`src/rtl/cordic_pkg.sv`:
```
// Shared constants, state encoding and saturation helper for the linear CORDIC
// blocks (multiplier here, reciprocal later).
package cordic_pkg;

  localparam int WORD_LENGTH_DEF       = 18;
  localparam int FRAC_LENGTH_DEF       = 11;
  localparam int NUM_OF_ITERATIONS_DEF = 11;
  localparam int SCALE_DEF             = 5;

  localparam logic [WORD_LENGTH_DEF-1:0] one_fixed_point  =
    {{(WORD_LENGTH_DEF-1){1'b0}}, 1'b1} << FRAC_LENGTH_DEF;
  localparam logic [WORD_LENGTH_DEF-1:0] half_fixed_point =
    {{(WORD_LENGTH_DEF-1){1'b0}}, 1'b1} << (FRAC_LENGTH_DEF - 1);

  typedef enum logic [1:0] {
    IDLE    = 2'd0,
    ITERATE = 2'd1,
    FINISH  = 2'd2
  } cordic_state_e;

  // Clamp a sign-extended wide value to the signed range of 'width' bits.
  function automatic logic signed [63:0] saturate(input logic signed [63:0] value,
                                                  input int unsigned width);
    logic signed [63:0] max_v;
    logic signed [63:0] min_v;
    max_v = (64'sd1 <<< (width - 1)) - 64'sd1;
    min_v = -(64'sd1 <<< (width - 1));
    if (value > max_v) begin
      return max_v;
    end else if (value < min_v) begin
      return min_v;
    end
    return value;
  endfunction

endpackage

```
`src/rtl/cordic_linear_stage.sv`:
```
// Combinational linear-mode micro-rotation: steers Z toward zero by one
// binary step and moves Y by the matching shifted copy of A.
module cordic_linear_stage
  import cordic_pkg::*;
#(
  parameter int WIDTH       = WORD_LENGTH_DEF + 2,
  parameter int FRAC_LENGTH = FRAC_LENGTH_DEF,
  parameter int ITER_WIDTH  = 4
) (
  input  logic signed [WIDTH-1:0]      y_i,
  input  logic signed [WIDTH-1:0]      z_i,
  input  logic signed [WIDTH-1:0]      a_i,
  input  logic        [ITER_WIDTH-1:0] iter_i,
  output logic signed [WIDTH-1:0]      y_next_o,
  output logic signed [WIDTH-1:0]      z_next_o
);

  localparam logic signed [WIDTH-1:0] ONE_FP = {{(WIDTH-1){1'b0}}, 1'b1} << FRAC_LENGTH;

  logic signed [WIDTH-1:0] a_shift;
  logic signed [WIDTH-1:0] step;

  always_comb begin
    a_shift  = a_i >>> iter_i;
    step     = ONE_FP >> iter_i;
    y_next_o = y_i;
    z_next_o = z_i;
    // A residual of exactly zero is final; no further rotation direction exists.
    if (z_i != '0) begin
      if (z_i[WIDTH-1]) begin
        y_next_o = y_i - a_shift;
        z_next_o = z_i + step;
      end else begin
        y_next_o = y_i + a_shift;
        z_next_o = z_i - step;
      end
    end
  end

endmodule

```
`src/rtl/linear_cordic_multiplier.sv`:
```
// Iterative linear-rotation CORDIC multiplier: Product = sat(Multiplicand * Multiplier),
// one micro-rotation per clock, with range reduction of large multipliers.
module linear_cordic_multiplier
  import cordic_pkg::*;
#(
  parameter int WORD_LENGTH       = WORD_LENGTH_DEF,
  parameter int FRAC_LENGTH       = FRAC_LENGTH_DEF,
  parameter int NUM_OF_ITERATIONS = NUM_OF_ITERATIONS_DEF,
  parameter int SCALE             = SCALE_DEF
) (
  input  logic                          CLK,
  input  logic                          RST,
  input  logic                          Enable,
  input  logic signed [WORD_LENGTH-1:0] Multiplicand,
  input  logic signed [WORD_LENGTH-1:0] Multiplier,
  output logic signed [WORD_LENGTH-1:0] Product,
  output logic                          Valid,
  output logic                          Busy,
  output cordic_state_e                 dbg_state_o
);

  // Handshake: Enable is a start strobe sampled only while Busy=0; Valid is a
  // single-cycle pulse and Product holds until the next result is produced.

  localparam int YW         = WORD_LENGTH + 2;
  localparam int RW         = WORD_LENGTH + SCALE + 2;
  localparam int ITER_WIDTH = $clog2(NUM_OF_ITERATIONS + 1);
  localparam logic [ITER_WIDTH-1:0] LAST_ITER = ITER_WIDTH'(NUM_OF_ITERATIONS);
  localparam logic signed [WORD_LENGTH-1:0] ONE_W =
    {{(WORD_LENGTH-1){1'b0}}, 1'b1} << FRAC_LENGTH;
  localparam logic signed [WORD_LENGTH-1:0] NEG_ONE_W = -ONE_W;

  cordic_state_e               state_q,   state_d;
  logic [ITER_WIDTH-1:0]       iter_q,    iter_d;
  logic signed [YW-1:0]        y_q,       y_d;
  logic signed [YW-1:0]        z_q,       z_d;
  logic signed [YW-1:0]        a_q,       a_d;
  logic                        scale_q,   scale_d;
  logic signed [WORD_LENGTH-1:0] product_q, product_d;
  logic                        valid_q,   valid_d;
  logic                        busy_q,    busy_d;

  logic signed [YW-1:0] y_next;
  logic signed [YW-1:0] z_next;
  logic signed [RW-1:0] r_wide;
  logic                 big_mult;

  // The most-negative code also lands here, so it is always range-reduced.
  assign big_mult = (Multiplier >= ONE_W) || (Multiplier <= NEG_ONE_W);

  cordic_linear_stage #(
    .WIDTH       (YW),
    .FRAC_LENGTH (FRAC_LENGTH),
    .ITER_WIDTH  (ITER_WIDTH)
  ) u_stage (
    .y_i      (y_q),
    .z_i      (z_q),
    .a_i      (a_q),
    .iter_i   (iter_q),
    .y_next_o (y_next),
    .z_next_o (z_next)
  );

  always_ff @(posedge CLK or negedge RST) begin
    if (!RST) begin
      state_q   <= IDLE;
      iter_q    <= '0;
      y_q       <= '0;
      z_q       <= '0;
      a_q       <= '0;
      scale_q   <= 1'b0;
      product_q <= '0;
      valid_q   <= 1'b0;
      busy_q    <= 1'b0;
    end else begin
      state_q   <= state_d;
      iter_q    <= iter_d;
      y_q       <= y_d;
      z_q       <= z_d;
      a_q       <= a_d;
      scale_q   <= scale_d;
      product_q <= product_d;
      valid_q   <= valid_d;
      busy_q    <= busy_d;
    end
  end

  always_comb begin
    state_d   = state_q;
    iter_d    = iter_q;
    y_d       = y_q;
    z_d       = z_q;
    a_d       = a_q;
    scale_d   = scale_q;
    product_d = product_q;
    valid_d   = 1'b0;
    busy_d    = busy_q;
    r_wide    = '0;
    unique case (state_q)
      IDLE: begin
        if (Enable) begin
          state_d = ITERATE;
          a_d     = YW'(Multiplicand);
          y_d     = '0;
          iter_d  = '0;
          busy_d  = 1'b1;
          if (big_mult) begin
            z_d     = YW'(Multiplier >>> SCALE);
            scale_d = 1'b1;
          end else begin
            z_d     = YW'(Multiplier);
            scale_d = 1'b0;
          end
        end
      end
      ITERATE: begin
        y_d = y_next;
        z_d = z_next;
        if (iter_q == LAST_ITER) begin
          state_d = FINISH;
        end else begin
          iter_d = iter_q + 1'b1;
        end
      end
      FINISH: begin
        // Undo the range reduction before clamping back to the I/O width.
        r_wide    = scale_q ? (RW'(y_q) <<< SCALE) : RW'(y_q);
        product_d = WORD_LENGTH'(saturate(64'(r_wide), WORD_LENGTH));
        valid_d   = 1'b1;
        busy_d    = 1'b0;
        state_d   = IDLE;
      end
      default: state_d = IDLE;
    endcase
  end

  assign Product     = product_q;
  assign Valid       = valid_q;
  assign Busy        = busy_q;
  assign dbg_state_o = state_q;

endmodule
```
`config.mk`:
```
export PLATFORM = sky130hd
export DESIGN_NAME = linear_cordic_multiplier
export DESIGN_NICKNAME = d
export VERILOG_FILES = /design/src/rtl/cordic_pkg.sv /design/src/rtl/cordic_linear_stage.sv /design/src/rtl/linear_cordic_multiplier.sv
export SDC_FILE = /design/constraint.sdc
export NUM_CORES = 1
export LEC_CHECK = 0
export CAP_MARGIN = 20
export CORE_UTILIZATION = 45
export CTS_CLUSTER_DIAMETER = 200
export DETAILED_ROUTE_END_ITERATION = 7
export PLACE_DENSITY = 0.65
export SLEW_MARGIN = 15
export SYNTH_ARGS = -nofsm -noshare
export SYNTH_HDL_FRONTEND = slang
export SYNTH_SLANG_ARGS = --single-unit
```
`constraint.sdc`:
```
create_clock -name CLK -period 5.7 [get_ports CLK]
set_input_delay 0.855 -clock CLK [delete_from_list [all_inputs] [get_ports CLK]]
set_output_delay 0.855 -clock CLK [all_outputs]
set_load 0.05 [all_outputs]
```
### After elaboration in Yosys (flattened, before gate mapping)

Cells that the tools add are included.
Widths: inputs -> output; s select.

* flip-flop bits (word level): 85
* bits of input ports: 39
* output and inout bits: 22
* word-level logic and storage cells: 63

* $add $sub $neg: 5
* $lt $le $gt $ge: 4
* equal/unequal tests: 7
* shifts and indexed selects: 2
* multiplexer cells: 26
* reduce and logical (&&, ||, !) cells: 10

Operator list (number)
* $mux 20: 6
* $pmux 20 s2: 2
* $mux 18: 3
* $add 20x20->20: 2
* $sub 20x20->20: 2
* $gt 25x18->1 const B: 1
* $lt 25x18->1 const B: 1
* $mux 24: 1
* $reduce_bool 20->1: 1
* $shr 12x4->20 const A: 1
* $sshr 18x4->20: 1
* $ge 18x13->1 const B: 1
* $le 18x12->1 const B: 1
* $mux 17: 1
* $mux 4: 2
* $pmux 4 s2: 1
* $mux 1: 6
* $ne 2x2->1 const B: 3
* $reduce_and 2->1: 3
* $reduce_and 3->1: 2
* $add 4x1->4 const B: 1
* $eq 4x4->1 const B: 1
* $mux 2: 2
* $pmux 2 s2: 1
* other kinds (7): 8

### Logic depth before layout (Yosys ltp)

* depth after elaboration: 6
* depth in mapped cells: 24
* mapped depth without buffers: 22

### By module

A second synthesis with hierarchy kept.

* cell total of the unflattened synthesis: 936
* area total of the unflattened synthesis: 7495.9 um^2

Modules (own cells, without submodules)
* cordic_linear_stage: instances 1, cells each 527, area an instance 3752.3 um^2, seq. area each 0.0 um^2
* linear_cordic_multiplier: instances 1, cells each 409, area an instance 3743.6 um^2, seq. area each 2127.0 um^2

### Least setup slack after synthesis

No wires, ideal clock.

* path kind: reg2reg
* start: reg iter_q[0]
* end: reg y_q[19]
* setup time: 0.066 ns
* arrival: 4.797 ns
* data required time: 5.634 ns
* slack: 0.837 ns
* stages on the path, launching flop included: 25
* path buffers: 2
* clock period less this slack: 4.863 ns
* cells stage by stage: dfrtp_1 -> buf_6 -> buf_6 -> mux4_4 -> mux2i_1 -> nand2_1 -> nand2_1 -> ha_1 -> nor2b_2 -> inv_1 -> nor4_1 -> and3_1 -> o32ai_1 -> o21a_1 -> a31oi_1 -> ha_1 -> a21o_1 -> a21o_1 -> a21oi_1 -> nand2_1 -> o2111ai_1 -> a21oi_1 -> or3_1 -> a211o_1 -> nand2_1

* longest elaborated chain between the ends: 5
* elaborated cells between the ends (all ways): 6
* those cells by class: add/sub (2); shift (1); mux (3)

RTL lines
* start: declaration: RTL line linear_cordic_multiplier.sv:34 `logic [ITER_WIDTH-1:0] iter_q, iter_d;`
* start signal: assignment: RTL line linear_cordic_multiplier.sv:77 `iter_q <= iter_d;`
* $sshr 18x4->20 (*): RTL line cordic_linear_stage.sv:24 `a_shift = a_i >>> iter_i;`
* $add 20x20->20 or $sub 20x20->20 (tied branches): RTL line cordic_linear_stage.sv:34, cordic_linear_stage.sv:31
* $mux 20 (*): RTL line cordic_linear_stage.sv:30 `if (z_i[WIDTH-1]) begin`
* $mux 20 (*): RTL line cordic_linear_stage.sv:29 `if (z_i != '0) begin`
* $pmux 20 s2 (*): RTL line linear_cordic_multiplier.sv:99 `unique case (state_q)`
* end signal: assignment: RTL line linear_cordic_multiplier.sv:78 `y_q <= y_d;`
* end: declaration: RTL line linear_cordic_multiplier.sv:35 `logic signed [YW-1:0] y_q, y_d;`

Every way passes the cells marked *; elsewhere a longest branch is shown, timed or not. The select of a mux whose other input is x is not followed.
A chain may end at the register's enable or synchronous reset.

### Worst setup path after layout

Same ends and word-level chain as after synthesis.

==> qor.yml <==
outcome: "finished clean"
h-tree-depth: 3
cts.path.max_buffers: 2
fp.dieW_um: 129
drive_gt1_frac: 0.0692
report.final.hold_viol_count: 0
regArea_um2: 2130
ant_nets: 0
end_kind: "register"
ys.flop_type: "dfrtp_1"
wirelength_um: 18000
crit_path_start_kind: "register"
use_met3: 0.0283
async_flop_share: 1.00
cp_data_required_time_ps: 6000
drc: 0
grt_pass1_vias: 6035
rows: 46
io_buffers: 60
grt_max_degree: 64
start_util: 0.458
place_ws_ps: 234
rsz0062_at_grt: "no"
num_vias: 6444
seq_area_frac_synth: 0.293
synth_cell_type_count: 69
cts_tree: "yes"
worst_slew_pin_slew_ps: 845
top_usage_layer: "met2"
hold_class: "input pin to asynchronous set/reset pin"
place_congestion: 0.885
via_per_inst: 5.65
worst_skew_pair.late_latency_ps: 360
critPathKind: "register to register"
synth_edf_count: 0
clk_pin_slew_ps: 70
cpMostUsedCell: "nand2_1"
synth_nets: 960
grt_usage: 0.233
period_share: 0.918
ys_warn_count: 0
die_y_um: 129
finalCriticalPeriod_ps: 5230
synth.avg_cell_area_um2: 8.31
fillers: 1536
cp.arrival_ps: 5530
postCtsSetupBuffers: 0
antenna_found_initial: 0
slowest_stage: "mux4_2"
maxSlewHeadroom: 0.434
crit_chain: "mux4_2 > mux2i_1 > nand2_1 > nand2_1 > ha_1 > nor2b_2 > inv_1 > nor4_2 > and3_1 > o32ai_1 > o21a_1 > a31oi_1 > ha_1 > a21o_1 > a21o_1 > a21oi_1 > nand2_1 > o2111ai_1 > a21oi_1 > or3_1 > a211o_1 > nand2_1"
use_met2: 0.352
cts_made_buffers: 9
hpwl_um: 13600
max-cap-violations: 0
core-area_um2: 15800
max_freq_mhz: 191
synthCells: 873
syn-cell-area_um2: 7260
clkSinkCount: 85
io_pins: 61
final_cells: 1141
area_growth_pct: 15.6
wl_per_cell_um: 15.8
grtUsageMet1: 0.340
nets: 1007
slowest_delay_ps: 610
die_area_um2: 16600
post-place-cells: 1124
drv_slew: 0
diodes: 0
cp_num_buf_inv: 1
cts_resized: 0
cpLargestDelayFamily: "compound AO/OA/AOI/OAI gates"
root_buffer: "clkbuf_16"
initialDrtViolationCount: 471
ys_ff_latch: 85
setup-violations-final: 0
firstDrtPassIters: 6
cp_max_fo: 12
finalWorstSetupSlack_ps: 469
fin_setup_tns_ps: 0
grt_pass1_wl_um: 30400
hold_buffers: 0
grt_overflow: 0
skew_ps: 2.96
multiInputGateArea_um2: 4820
-- kinds of logic (layout without fill, tap and decap cells) --
group | count (synthesis) | in the layout | share of synthesized area
AO/OA/AOI/OAI | 235 | 235 | 0.203
XOR/XNOR | 46 | 46 | 0.0555
adder cells (fa/ha/maj) | 48 | 48 | 0.0848
buffers and inverters | 68 | 120 | 0.0443
flip-flops | 85 | 85 | 0.293
multiplexers | 56 | 56 | 0.112
AND/OR/NAND/NOR | 335 | 335 | 0.208
-- stage by stage --
stage	utilization	hold WS, ps	cell area [um^2]
after floorplan	-	438	7260
after global placement	0.509	468	8050
after detailed placement	0.509	463	8050
after CTS	0.529	387	8380
after global routing	0.530	409	8390
final	0.530	383	8390
-- flip-flops by register name, summed over array words and instances, names as in the netlist --
register,cells
Product,18
iter_q,4
dbg_state_o,2
z_q,20
scale_q,1
a_q,18
Valid,1
Busy,1
y_q,20
-- synth_stat cells (all sizes together) (7+ instances only) --
master	number	area share
nor4	10	0.0086
nand2b	14	0.012
clkbuf	31	0.016
a21oi	72	0.050
o21ai	56	0.039
dfrtp	85	0.29
xnor2	20	0.024
a31oi	19	0.016
mux4	16	0.056
o22ai	8	0.0069
a21o	15	0.016
nor2b	9	0.0081
nand3	28	0.019
xor2	26	0.031
buf	14	0.016
o22a	12	0.014
ha	46	0.079
o21a	8	0.0083
and2	7	0.0060
a211oi	7	0.0072
mux2i	36	0.050
nand2	139	0.072
nor3	17	0.012
inv	22	0.011
nor2	83	0.043
-- final cells by class --
cell class,count,area share
flip-flops and latches,85,0.254
repair buffers,81,0.0901
well taps,216,0.0322
multi-input cells,720,0.575
inverters,23,0.0103
clock buffers,9,0.0268
clock inverters,7,0.0122
-- final timing paths --
kind | depth (start not counted) | to | from | slack, ps
hold reg to reg | 2 | a_q[0] | a_q[0] | 480
hold / removal | 1 | z_q[15] | RST | 380
min in group CLK | 2 | a_q[0] | a_q[0] | 480
max in group asynchronous | 2 | a_q[9] | RST | 4210
setup / recovery | 22 | y_q[19] | iter_q[0] | 470
setup reg to reg | 22 | y_q[19] | iter_q[0] | 470
-- layout by cell type (no fill, tap or decap), types with 4 or more instances in the layout --
master           synthesis  final
buf_4                    5     22
dfrtp_1                 85     84
a31oi_1                 19     19
a21o_1                  15     15
a21oi_1                 72     72
mux2i_1                 36     36
o21a_1                   8      8
o31ai_1                  6      6
a211o_1                  6      6
nand4_1                  5      5
nor2b_1                  8      8
nand3_1                 28     28
a211oi_1                 7      7
and3_1                   4      4
o22a_1                  12     12
ha_1                    46     46
inv_6                    0      4
nor3_1                  17     17
mux4_1                  11     11
o21ai_0                 54     54
mux2_2                   4      4
clkbuf_16                0      9
inv_1                   21     21
o22ai_1                  8      8
clkdlybuf4s50_1          0     59
xnor2_1                 20     20
nor4_1                  10      9
or3_1                    6      6
xor2_1                  26     26
nand2b_1                14     14
and2_1                   6      6
mux4_2                   4      4
nand2_1                139    139
nor2_1                  83     83
-- worst reg2reg max path, delay by kind of cell, from the launching register on --
family / cells / cell delay [ps]
AO/OA/AOI/OAI: 9 / 1620
AND/OR/NAND/NOR: 8 / 1530
adder cells (fa/ha/maj): 2 / 470
multiplexers: 2 / 940
flip-flops: 1 / 530
buffers and inverters: 1 / 80
-- routing by layer --
metal	wire length (um)	vias to the layer above
met5	0	-
met4	286	0
met3	671	19
met2	7830	146
met1	9230	3006
li1	-	3273
Power is left out: the tool's default activity adds up to more than one toggle a clock period on the data nets, which glitch-free logic cannot reach.
